`config.mk`:
```
export PLATFORM = sky130hd
export DESIGN_NAME = acc_result_buffer
export DESIGN_NICKNAME = d
export VERILOG_FILES = /design/src/rtl/acc_result_buffer.sv
export SDC_FILE = /design/constraint.sdc
export NUM_CORES = 1
export LEC_CHECK = 0
export ABC_AREA = 1
export CAP_MARGIN = 20
export CORE_AREA = 8 8 106 108
export DETAILED_ROUTE_END_ITERATION = 6
export DIE_AREA = 0 0 114 116
export HOLD_SLACK_MARGIN = 0.06
export PLACE_DENSITY = 0.78
export SLEW_MARGIN = 15
export SYNTH_ARGS = -nofsm -noshare
export SYNTH_HDL_FRONTEND = slang
export SYNTH_SLANG_ARGS = --single-unit
```
`constraint.sdc`:
```
create_clock -name clk -period 2.4 [get_ports clk]
set_input_delay 0.48 -clock clk [delete_from_list [all_inputs] [get_ports clk]]
set_output_delay 0.48 -clock clk [all_outputs]
set_load 0.01 [all_outputs]
```
`src/rtl/acc_result_buffer.sv`:
```
// acc_result_buffer
//   Result FIFO behind the sum-of-squares accumulator. Each accumulator
//   result (in_valid/in_data) is captured together with a wrap tag. Entries
//   are presented first-word-fall-through on a ready/valid port. The
//   accumulator cannot be stalled, so samples arriving while the FIFO is full
//   are dropped and counted (saturating at 255).
//
// Ports
//   clk, reset_n          : clock, async active-low reset
//   in_valid, in_data     : accumulator result strobe and value
//   out_ready             : consumer takes the head entry this cycle
//   out_valid, out_data   : FIFO non-empty, head data
//   out_overflow          : wrap tag stored with the head entry
//   full                  : FIFO holds DEPTH entries
//   drop_count            : samples lost to a full FIFO, saturating
module acc_result_buffer #(
  parameter int DEPTH = 4,
  parameter int W     = 20
) (
  input  logic         clk,
  input  logic         reset_n,
  input  logic         in_valid,
  input  logic [W-1:0] in_data,
  input  logic         out_ready,
  output logic         out_valid,
  output logic [W-1:0] out_data,
  output logic         out_overflow,
  output logic         full,
  output logic [7:0]   drop_count
);

  localparam int AW = $clog2(DEPTH);
  localparam logic [AW:0] DEPTH_C = (AW+1)'(DEPTH);

  // Each entry is {wrap_tag, data}.
  logic [W:0]    mem [DEPTH];
  logic [AW-1:0] rd_ptr, wr_ptr;
  logic [AW:0]   count;
  logic [W-1:0]  last_f;
  logic          wrapped;

  logic pop, push, wrap_now;

  assign out_valid    = (count != '0);
  assign full         = (count == DEPTH_C);
  assign out_data     = mem[rd_ptr][W-1:0];
  assign out_overflow = mem[rd_ptr][W];

  assign pop      = out_valid && out_ready;
  // A pop in the same cycle frees the slot, so a full FIFO still accepts.
  assign push     = in_valid && ((count < DEPTH_C) || pop);
  // Accumulator output only decreases when it has wrapped mod 2^W.
  assign wrap_now = (in_data < last_f);

  // Storage needs no reset; only pointers/count define what is live.
  always_ff @(posedge clk) begin
    if (push) mem[wr_ptr] <= {wrapped | wrap_now, in_data};
  end

  always_ff @(posedge clk or negedge reset_n) begin
    if (!reset_n) begin
      rd_ptr     <= '0;
      wr_ptr     <= '0;
      count      <= '0;
      last_f     <= '0;
      wrapped    <= 1'b0;
      drop_count <= '0;
    end else begin
      if (pop)  rd_ptr <= rd_ptr + AW'(1);
      if (push) wr_ptr <= wr_ptr + AW'(1);

      case ({push, pop})
        2'b10:   count <= count + (AW+1)'(1);
        2'b01:   count <= count - (AW+1)'(1);
        default: count <= count;
      endcase

      // Wrap tracking follows every sample, including dropped ones.
      if (in_valid) begin
        last_f  <= in_data;
        wrapped <= wrapped | wrap_now;
      end

      if (in_valid && !push && (drop_count != 8'hFF))
        drop_count <= drop_count + 8'd1;
    end
  end

endmodule

```
---- Word level (Yosys, flattened, before mapping) ----
Memories as Yosys holds them, arrays and structs flattened.
Index checks and enable logic that the tools add are counted.
storage, ports and cells
  flip-flop bits (word level) ............. 36
  bits in latches ......................... 0
  memory bits (writable) .................. 84
  memory bits (read-only) ................. 0
  bits of input ports ..................... 24
  output and inout port bits .............. 31
  word-level logic and storage cells ...... 30
  memories ................................ 1
operators by class
  $add $sub $neg .......................... 5
  multiply operators ...................... 0
  divide/modulo/power cells ............... 0
  order comparisons ....................... 2
  equality and inequality tests ........... 4
  shift operators ......................... 0
  mux-type cells .......................... 3
  bitwise gates (word level) .............. 1
  reduce and logical (&&, ||, !) cells .... 8
memory list
  memory  depth  width  rd ports  clocked after memory_dff  write ports  RTL line  source
  mem     4      21     1         0                         1            36        logic [W:0] mem [DEPTH];
operators by type and width
  cell                                                                    count
  20-bit < comparator                                                     1
  8-bit by 1-bit adder with 8-bit output (second input constant)          1
  8-bit != test (second input constant)                                   1
  3-bit one-hot mux with 2 select lines                                   1
  2-bit by 1-bit adder with 2-bit output (second input constant)          2
  1-bit logical AND                                                       4
  3-bit by 1-bit adder with 3-bit output (second input constant)          1
  3-bit equality test (second input constant)                             1
  3-bit < comparator (second input constant)                              1
  3-bit nonzero test                                                      1
  3-bit by 1-bit subtractor with 3-bit output (second input constant)     1
  2-bit by 1-bit equality test with 1-bit output (second input constant)  1
  2-bit equality test (second input constant)                             1
  1-bit two-way mux                                                       2
  2-bit nonzero test                                                      1
  1-bit zero test                                                         1
  1-bit logical OR                                                        1
  1-bit bitwise OR                                                        1

---- Logic depth before layout (Yosys ltp) ----
  depth after elaboration ................. 7
  mapped depth ............................ 11
  gate-level depth less buffers ........... 11

---- Worst setup path before layout ----
OpenSTA, ideal clock, no wires.
  path type ............................... reg-to-reg
  start ................................... register count[0]
  end ..................................... memory mem[0][0] in the netlist's numbering, enable pin
  setup time .............................. 0.399 ns
  arrival ................................. 1.698 ns
  data required time ...................... 2.001 ns
  slack ................................... 0.303 ns
  cell stages (with the launch flop) ...... 7
  buffers on the path ..................... 0
  clock period less this slack ............ 2.097 ns
  cells stage by stage .................... dfrtp_1 -> inv_2 -> nand3_2 -> nand2_2 -> nand2_2 -> nand2_2 -> nor2_1
between the ends
  word-level cells in the longest chain between the ends .. 6
  elaborated cells between the ends (all ways) .. 7
  classes of those cells .................. 1 x order compare; 2 x mux; 4 x reduce/logical
ends and longest elaborated chain
  item                                     RTL line  source
  from (decl)                              38        logic [AW:0] count;
  from (signal assigned)                   73        2'b10: count <= count + (AW+1)'(1);
  from (signal assigned)                   74        2'b01: count <= count - (AW+1)'(1);
  from (signal assigned)                   75        default: count <= count;
  3-bit nonzero test                       44        assign out_valid = (count != '0);
  via out_valid                            25        output logic out_valid,
  1-bit logical AND                        49        assign pop = out_valid && out_ready;
  1-bit logical OR                         51        assign push = in_valid && ((count < DEPTH_C) || pop);
  1-bit logical AND                        51
  1-bit two-way mux                        57        if (push) mem[wr_ptr] <= {wrapped | wrap_now, in_data};
  1-bit two-way mux (implied by the code)  57
  to (decl)                                36
The timed path passes the listed nets, and every way through them passes these cells.

---- Final worst setup path ----
  start ................................... register rd_ptr[0]
  end ..................................... output out_data[2]
between the ends
  word-level cells in the longest chain between the ends .. 1
ends and longest elaborated chain
  item                    RTL line  source
  from (decl)             37        logic [AW-1:0] rd_ptr, wr_ptr;
  from (signal assigned)  69        if (pop) rd_ptr <= rd_ptr + AW'(1);
  memory 4 x 21 bit       --
  to (decl)               26        output logic [W-1:0] out_data,
No other way between the ends.

==> flow_summary.ini <==
[sta]
tns_ps = 0
fmax_mhz = 430
fin_hold_ws_ps = 394
rsz0062_at_grt = false
slew_headroom_pct = 67.4
fin_skew_ps = 6.93
setup_ws_ps = 77.1
setup_viol = 0
slew_viol_final = 0
fin_crit_ps = 2320
worst_pin_slew_ps = 489
timing.final.crit_share_pct = 96.8
finalHoldViolCount = 0

[critical_path]
worst_ep_arrival_time_ps = 1840
cp-start-kind = flop
crit_type = flop to output pin
crit_required_ps = 1920
path_max_fanout = 11
cp-end-kind = output pin

[global_route]
grt_overflow = 0
grt_pass1_wl_um = 20200
first_global_vias = 4048
antenna_found_initial = 0
track_usage_pct = 20.4
grt_max_degree = 40

[placed_design]
place_area_sq_um = 6080
io_buffers = 54
post-place-ws_ps = 129
gp_congestion = 0.789
dp_hpwl_um = 7220

[clock_tree]
hold_buffers = 0
cts_buffers = 17
clk_path_buf_depth = 2
clock_latency_ps = 520
cts_tree = done
cts-htree-levels = 4
clock_tree.root_cell = clkbuf_8
clkSinkCount = 120
clk_pin_slew_ps = 60

[logic_synthesis]
synthCells = 461
ys_warn_count = 0
ys_seq_elements = 120
yosysTopAreaCellShare_pct = 48.5
synthTopCellsByArea = edfxtp_1 (48%), dfrtp_1 (17%), ha_1 (6.0%)
syn_nets = 511
seq_area_frac_synth_pct = 65.8
ys_types = 27
syn_avg_cell_area_sq_um = 11.3
syn_area_sq_um = 5200
yosys.area.top_type = edfxtp_1

[run]
maxCapViolations = 0

[route]
first_pass_iters = 7
wl_per_cell_um = 18.4
vias = 3753
initialDrtViolationCount = 324
drc = 0
wl_um = 12600
dr.max_layer_used = met4
viasPerCell = 5.45
wl_met3_um = 956
antenna_left = 0
met1_length_um = 4920
dr_wl_met2_um = 6420

[finish]
drive_gt1_share_pct = 13.3
finalInstanceArea_sq_um = 6730
antenna_cells = 0
syn2layout_area_growth_pct = 29.3
nNetsFinal = 592

[pwr]
leakagePower_uw = 0.00275
powerDensity_nw_per_um2 = 1200
vdd_drop_max_mv = 0.675

[floorplanning]
rows = 36
die_w_um = 114
ios = 55
core_sq_um = 9550
start_util_pct = 54.5
die_height_um = 116
design.die.area_sq_um = 13200

[status]
status = finished, final reports clean

[hold_path]
timing.hold.worst.class = input port to async pin
-- metal layers --
layer / track usage, % / vias to the layer above
met5: 0 / -
met4: 10.4 / 0
met3: 5.73 / 32
met2: 35.1 / 138
met1: 22.8 / 1838
li1: - / 1745
-- logic make-up (layout without fill, tap and decap cells) --
group	after synthesis	count (layout)	share of synthesized area (%)
AO/OA/AOI/OAI	100	100	10.3
XOR/XNOR	11	11	1.85
adder cells (fa/ha/maj)	26	26	6.40
buffers and inverters	64	158	4.81
flip-flops	120	120	65.8
AND/OR/NAND/NOR	140	140	10.9
-- critical path: stages (launching register included) --
cell and delay [ps]:
dfrtp_2 450, buf_4 190, buf_16 150, nor2_1 120, o22ai_1 100, dlygate4sd2_1 300
-- power breakdown --
part | switching, uW | internal (uW) | leakage [uW] | total [uW]
sequential | 183 | 2620 | 0.00119 | 2800
combinational | 1570 | 1150 | 0.00126 | 2720
clock | 885 | 1670 | 0.000292 | 2560
-- synth_stat cells, drive strengths merged --
cell type,count
buf,6
edfxtp,84
xor2,5
nand4,1
a21oi,9
o21bai,1
nor3,2
dfrtp,36
nor2,60
a21o,1
nand3,3
ha,25
fa,1
o22ai,21
xnor2,6
inv,47
o21ai,68
nand2,74
clkbuf,11
-- state kept, by name, summed over array words and instances, names as in the netlist --
name and cells:
count 3, wr_ptr 2, rd_ptr 2, last_f 20
wrapped 1, drop_count 8, mem 84
-- worst paths after layout --
kind	startpoint	to	slack, ps	depth (start not counted)
max reg2reg	count[2]	count[2]	470	11
max in group asynchronous	reset_n	rd_ptr[0]	1650	2
min reg2reg	wrapped	wrapped	510	1
max	rd_ptr[0]	out_data[2]	80	5
min	reset_n	last_f[6]	390	2
min in group clk	wrapped	wrapped	510	1
-- cell usage in the layout, fill, tap and decap left out, types with 6 or more instances in the layout --
master           netlist  layout
a21oi_1                9       9
buf_12                 0       6
buf_4                  0      16
clkbuf_16              0      17
clkdlybuf4s50_1        0      33
dfrtp_1               36      35
dlygate4sd2_1          0      20
edfxtp_1              84      84
ha_1                  25      25
inv_1                 41      40
nand2_1               69      69
nor2_1                59      58
o21ai_0               50      50
o21ai_1               17      17
o22ai_1               21      21
xnor2_1                6       6
-- cell type report --
type	instances	area, sq um
fill	668	2820
tap	133	166
sequential	120	3420
clock inverter	14	181
inverter	47	186
timing repair buffer	79	818
clock buffer	18	418
multi-input combinational	277	1530
-- timing repair --
item | 4_1_cts | 5_1_grt
endpoints found under the setup margin | 21 | 3
hold endpoints to repair | 0 | 0
resized for setup | 31 | 2
cloned | 1 | 1
pin swaps | 1 | 1
setup buffers | 1 | 0
-- stage by stage --
step	utilization [%]	total power (uW)	cells
final	70.5	8080	688
after global routing	70.5	8490	688
after CTS	70.1	8050	687
after detailed placement	63.7	5530	653
after global placement	63.7	5440	653
after floorplan	-	4170	461
No activity file was read; power rests on OpenSTA's default activity.
